## config.mk

```make
export PLATFORM = sky130hd
export DESIGN_NAME = wb_regfile
export DESIGN_NICKNAME = d
export VERILOG_FILES = /design/src/rtl/wb_regfile.sv
export SDC_FILE = /design/constraint.sdc
export NUM_CORES = 2
export LEC_CHECK = 0
export ABC_CLOCK_PERIOD_IN_PS = 38500
export CORE_MARGIN = 3
export CORE_UTILIZATION = 40
export CTS_CLUSTER_SIZE = 14
export DETAILED_ROUTE_END_ITERATION = 8
export DONT_BUFFER_PORTS = 1
export SLEW_MARGIN = 10
export SYNTH_ARGS = -nofsm -noshare
export SYNTH_HDL_FRONTEND = slang
export SYNTH_SLANG_ARGS = --single-unit
```

## constraint.sdc

```tcl
create_clock -name clock2 -period 38.5 [get_ports clock2]
set_input_delay 7.7 -clock clock2 [delete_from_list [all_inputs] [get_ports clock2]]
set_output_delay 7.7 -clock clock2 [all_outputs]
set_load 0.01 [all_outputs]
```

## src/rtl/wb_regfile.sv

```systemverilog
// Architectural register file with a per-register busy scoreboard: two writeback ports, two read ports, issue stall.
// Optional same-cycle read bypass from the writeback ports when REGFILE_BYPASS_EN is defined.
module wb_regfile #(
  parameter int unsigned NREG = 32,
  parameter int unsigned DW   = 32
) (
  input  logic          clock2,
  input  logic          reset,
  input  logic [1:0]    wb_en,
  input  logic [4:0]    wb_dest,
  input  logic [DW-1:0] wb_data1,
  input  logic [DW-1:0] wb_data2,
  input  logic [4:0]    rs_addr,
  input  logic [4:0]    rt_addr,
  output logic [DW-1:0] rs_data,
  output logic [DW-1:0] rt_data,
  input  logic          issue_valid,
  input  logic [4:0]    issue_dest,
  input  logic          issue_pair,
  input  logic          issue_uses_rt,
  output logic          stall,
  output logic [5:0]    pending
);

  localparam int unsigned AW = 5;
  localparam int unsigned CW = 6;

  logic [DW-1:0]   regs [NREG];
  logic [NREG-1:0] busy;
  logic [NREG-1:0] clr;
  logic [NREG-1:0] set;
  logic [NREG-1:0] busy_eff;
  logic [NREG-1:0] busy_next;
  logic [CW-1:0]   inc;
  logic [CW-1:0]   dec;
  logic [CW-1:0]   pending_next;
  logic [AW-1:0]   dest2;
  logic [AW-1:0]   issue_dest2;
  logic            wr1;
  logic            wr2;
  logic            accept;

  // One-hot of a register index, never selecting r0.
  function automatic logic [NREG-1:0] onehot(input logic [AW-1:0] a, input logic en);
    logic [NREG-1:0] v;
    v = '0;
    for (int unsigned i = 1; i < NREG; i++)
      if (en && (a == AW'(i))) v[i] = 1'b1;
    return v;
  endfunction

  function automatic logic is_busy(input logic [NREG-1:0] v, input logic [AW-1:0] a);
    logic b;
    b = 1'b0;
    for (int unsigned i = 1; i < NREG; i++)
      if (a == AW'(i)) b = v[i];
    return b;
  endfunction

  function automatic logic [CW-1:0] popcnt(input logic [NREG-1:0] v);
    logic [CW-1:0] n;
    n = '0;
    for (int unsigned i = 0; i < NREG; i++)
      n = n + CW'(v[i]);
    return n;
  endfunction

  // Writeback decode; writes are suppressed while reset is held.
  always_comb begin
    dest2       = wb_dest + AW'(1);
    issue_dest2 = issue_dest + AW'(1);
    wr1         = ~reset & wb_en[0] & (wb_dest != '0);
    wr2         = ~reset & wb_en[1] & (dest2 != '0);
  end

  // Scoreboard: hazards are checked after this cycle's writeback clears; issue set wins over clear.
  always_comb begin
    clr      = onehot(wb_dest, wr1) | onehot(dest2, wr2);
    busy_eff = busy & ~clr;
    stall    = issue_valid &
               (is_busy(busy_eff, rs_addr) |
                (issue_uses_rt & is_busy(busy_eff, rt_addr)) |
                is_busy(busy_eff, issue_dest) |
                (issue_pair & is_busy(busy_eff, issue_dest2)));
    accept   = issue_valid & ~stall;
    set      = onehot(issue_dest, accept) | onehot(issue_dest2, accept & issue_pair);
    busy_next = busy_eff | set;
    // Count only real transitions so the counter tracks the busy vector exactly.
    inc          = popcnt(set & ~busy);
    dec          = popcnt(clr & busy & ~set);
    pending_next = pending + inc - dec;
  end

  always_comb begin
    rs_data = '0;
    rt_data = '0;
    for (int unsigned i = 1; i < NREG; i++) begin
      if (rs_addr == AW'(i)) rs_data = regs[i];
      if (rt_addr == AW'(i)) rt_data = regs[i];
    end
`ifdef REGFILE_BYPASS_EN
    if (wr1 && (rs_addr == wb_dest))    rs_data = wb_data1;
    else if (wr2 && (rs_addr == dest2)) rs_data = wb_data2;
    if (wr1 && (rt_addr == wb_dest))    rt_data = wb_data1;
    else if (wr2 && (rt_addr == dest2)) rt_data = wb_data2;
`endif
  end

  always_ff @(posedge clock2 or posedge reset) begin
    if (reset) begin
      for (int unsigned i = 0; i < NREG; i++) regs[i] <= '0;
      busy    <= '0;
      pending <= '0;
    end else begin
      for (int unsigned i = 1; i < NREG; i++) begin
        if (wr1 && (wb_dest == AW'(i))) regs[i] <= wb_data1;
        if (wr2 && (dest2 == AW'(i)))   regs[i] <= wb_data2;
      end
      busy    <= busy_next;
      pending <= pending_next;
    end
  end

endmodule

```

==> impl_metrics.json <==
{
  "post-route-drc-count": 2,
  "cts_sinks": 1029,
  "seqPwrFrac": 0.444,
  "multi_input_area_um2": 38800,
  "htree_levels": 3,
  "drt_first_iter_violations": 11400,
  "power_frac_comb": 0.225,
  "path_common_cell": "a21oi_1",
  "io_buffers": 0,
  "crit_required_ns": 30.80,
  "stdcell_count": 9645,
  "ys_seq_area_frac": 0.381,
  "clk_latency_ns": 0.77,
  "dpl.cell_count": 9425,
  "post-cts-setup-buffers": 0,
  "setup_violations": 0,
  "routedWlPerCell_um": 35.6,
  "internal_power_w": 0.00247,
  "cp_max_fo": 120,
  "power_leakage_nw": 32.8,
  "crit_type": "in -> out",
  "finalCritPeriodShare": 0.521,
  "post-route-min-period_ns": 20.06,
  "vdd_drop_max_mv": 0.0562,
  "clockBufferDepth": 3,
  "hold_ws_ns": 0.510,
  "placed_area_um2": 69300,
  "cts_buffers": 119,
  "drt_wl_total_um": 343000,
  "drive_above_1_share": 0.0840,
  "cap_violations": 0,
  "cts_tree": "built",
  "via_per_inst": 6.92,
  "fill_cells": 16200,
  "synth-async-reset-ratio": 1.00,
  "dpl.hpwl_um": 227000,
  "status": "finished with violations",
  "worstMarginPinSlew_ns": 1.30,
  "sw_frac_of_total": 0.346,
  "antenna_found_initial": 19,
  "die_w_um": 417,
  "syn-num-nets": 8010,
  "hold_path_class": "reg -> reg",
  "critPathSlowestCell": "o41ai_1",
  "max_freq_mhz": 49.8,
  "relSlewSlack": 0.134,
  "tns_ns": 0,
  "gp_congestion": 1.02,
  "ys_warn_count": 0,
  "track_usage": 0.379,
  "hold_viol_final": 0,
  "cpPeakStageDelay_ns": 0.94,
  "powerDensity_nw_per_um2": 51.4,
  "syn_to_final_growth_pct": 8.72,
  "grt_remaining_overflow": 0,
  "start_kind": "input port",
  "grt_start_max_net_pins": 160,
  "drt_pass1_iterations": 9,
  "synth_cells": 7843,
  "die_y_um": 417,
  "die_area_um2": 174000,
  "grt_pass1_wl_um": 481000,
  "synth_edf_count": 0,
  "top_level_ports": 162,
  "syn_area_per_cell_um2": 8.62,
  "violations": "design-rule violations",
  "finClkSkew_ns": 0.0214,
  "clk_pin_slew_ns": 0.07,
  "final_area_um2": 73500,
  "worst_setup_path_end_kind": "output port",
  "synth_ff_type": "dfrtp_1",
  "rows": 150,
  "ant_nets": 0,
  "core-area_um2": 168000,
  "synth_seq_cells": 1029,
  "fin_nets": 7509,
  "p_sw_w": 0.00131,
  "p_clk_frac": 0.331,
  "crit_chain": "nand2b_1 > nor2_2 > buf_4 > a22oi_1 > and4_1 > o221ai_1 > a21oi_1 > o41ai_1 > a21oi_1 > o21ai_0",
  "cts-root-buf": "clkbuf_16",
  "grt_setup_unrepaired": "no",
  "initial_utilization": 0.403,
  "synth_area_um2": 67600,
  "timing.final.max_slew_violations": 0,
  "synth_cell_types": 102,
  "crit_arrival_ns": 12.36,
  "post_cts_resized": 0,
  "grt_pass1_vias": 61100,
  "vias": 66700,
  "seq_area_um2": 25700,
  "holdBufCountCts": 0
}
-- cell usage in the layout (no fill, tap or decap), types with 27 or more instances in the layout --
| cell type | count |
|---|---|
| mux2i_1 | 1092 |
| dfrtp_1 | 1029 |
| a21oi_1 | 886 |
| nor2_1 | 824 |
| o21ai_0 | 757 |
| nand2_1 | 705 |
| o22ai_1 | 269 |
| buf_4 | 202 |
| a22oi_1 | 129 |
| clkbuf_16 | 119 |
| inv_1 | 110 |
| a221oi_1 | 109 |
| nor3_1 | 77 |
| o221ai_1 | 70 |
| nand3_1 | 69 |
| fa_1 | 57 |
| a31oi_1 | 39 |
| mux4_2 | 39 |
| o22a_1 | 37 |
| or3_1 | 36 |
| mux2_2 | 33 |
| o211ai_1 | 29 |
| a211oi_1 | 29 |
| a221o_1 | 29 |
| o21a_1 | 28 |
| clkbuf_1 | 27 |
-- power groups by stage --
stage                     sequential [W]  clock (W)  combinational (W)
final                            0.00168    0.00125           0.000850
after global routing             0.00170    0.00129           0.000942
after CTS                        0.00166    0.00125           0.000833
after detailed placement         0.00167          0           0.000830
after global placement           0.00167          0           0.000803
after floorplan                  0.00156          0           0.000660
-- final timing paths --
kind / startpoint / end / slack (ns) / cells after the start
max in group asynchronous: reset / regs[226] / 27.50 / 5
min in group asynchronous: reset / busy[18] / 6.95 / 1
hold reg to reg: regs[79] / regs[79] / 0.51 / 2
setup reg to reg: busy[17] / pending[5] / 28.99 / 25
hold / removal: regs[79] / regs[79] / 0.51 / 2
setup / recovery: rt_addr[0] / rt_data[22] / 18.44 / 10
-- layout make-up --
class                      count  share of cell area
antenna                        3            0.000102
clock buffer                 171              0.0466
clock inverter                46              0.0108
inverter                     114             0.00587
multi-input combinational   5874               0.528
sequential                  1029               0.350
tap                         2204              0.0375
timing repair buffer         204              0.0212
-- Yosys cell counts, types with 17 or more instances --
master,instances,area share
mux2i_1,1092,0.16
dfrtp_1,1029,0.38
a21oi_1,886,0.066
nor2_1,863,0.048
o21ai_0,768,0.057
nand2_1,726,0.040
clkbuf_1,656,0.036
o22ai_1,272,0.025
a22oi_1,130,0.014
buf_1,119,0.0066
inv_1,112,0.0062
a221oi_1,109,0.014
nor3_1,79,0.0058
nand3_1,70,0.0052
o221ai_1,70,0.0091
fa_1,57,0.017
a31oi_1,39,0.0036
mux4_2,39,0.013
buf_2,37,0.0027
o22a_1,37,0.0048
or3_1,36,0.0033
mux2_2,33,0.0055
a211oi_1,29,0.0032
a221o_1,29,0.0043
o211ai_1,29,0.0032
o21a_1,28,0.0031
a222oi_1,26,0.0038
a22o_1,25,0.0032
a211o_1,21,0.0027
nand4_1,21,0.0019
ha_1,19,0.0035
nand2b_1,19,0.0018
a21o_1,18,0.0020
nor2b_1,17,0.0016
o211a_1,17,0.0025
-- sequential cells by signal, indices dropped and copies added, names as in the netlist --
| register | cells |
|---|---|
| busy | 31 |
| regs | 992 |
| pending | 6 |
-- metrics by stage --
step                      utilization  worst slack (ns)  power [W]
after CTS                       0.439             18.97    0.00374
after floorplan                     -              4.85    0.00222
final                           0.439             18.44    0.00378
after global routing            0.439             18.67    0.00393
after detailed placement        0.413             18.98    0.00250
after global placement          0.413             19.07    0.00247
-- kinds of logic after synthesis --
| logic type | Yosys count | synth area share |
|---|---|---|
| AOI/OAI and AO/OA | 2670 | 0.240 |
| xor gates and xnor gates | 6 | 0.000777 |
| adders and majority gates | 76 | 0.0204 |
| buffers and inverters | 940 | 0.0540 |
| DFF | 1029 | 0.381 |
| muxes | 1164 | 0.180 |
| and+or+nand+nor | 1958 | 0.124 |
-- routing by layer --
| metal | track usage | share of wire |
|---|---|---|
| met5 | 0 | 0.00046 |
| met4 | 0.207 | 0.067 |
| met3 | 0.121 | 0.14 |
| met2 | 0.540 | 0.41 |
| met1 | 0.509 | 0.39 |
-- worst max-delay path: cells and delay by family --
kind                   cells  cell delay [ns]
AOI/OAI and AO/OA          6             2.42
and+or+nand+nor            3             1.76
buffers and inverters      1             0.34
No activity file was read; power rests on OpenSTA's default activity.
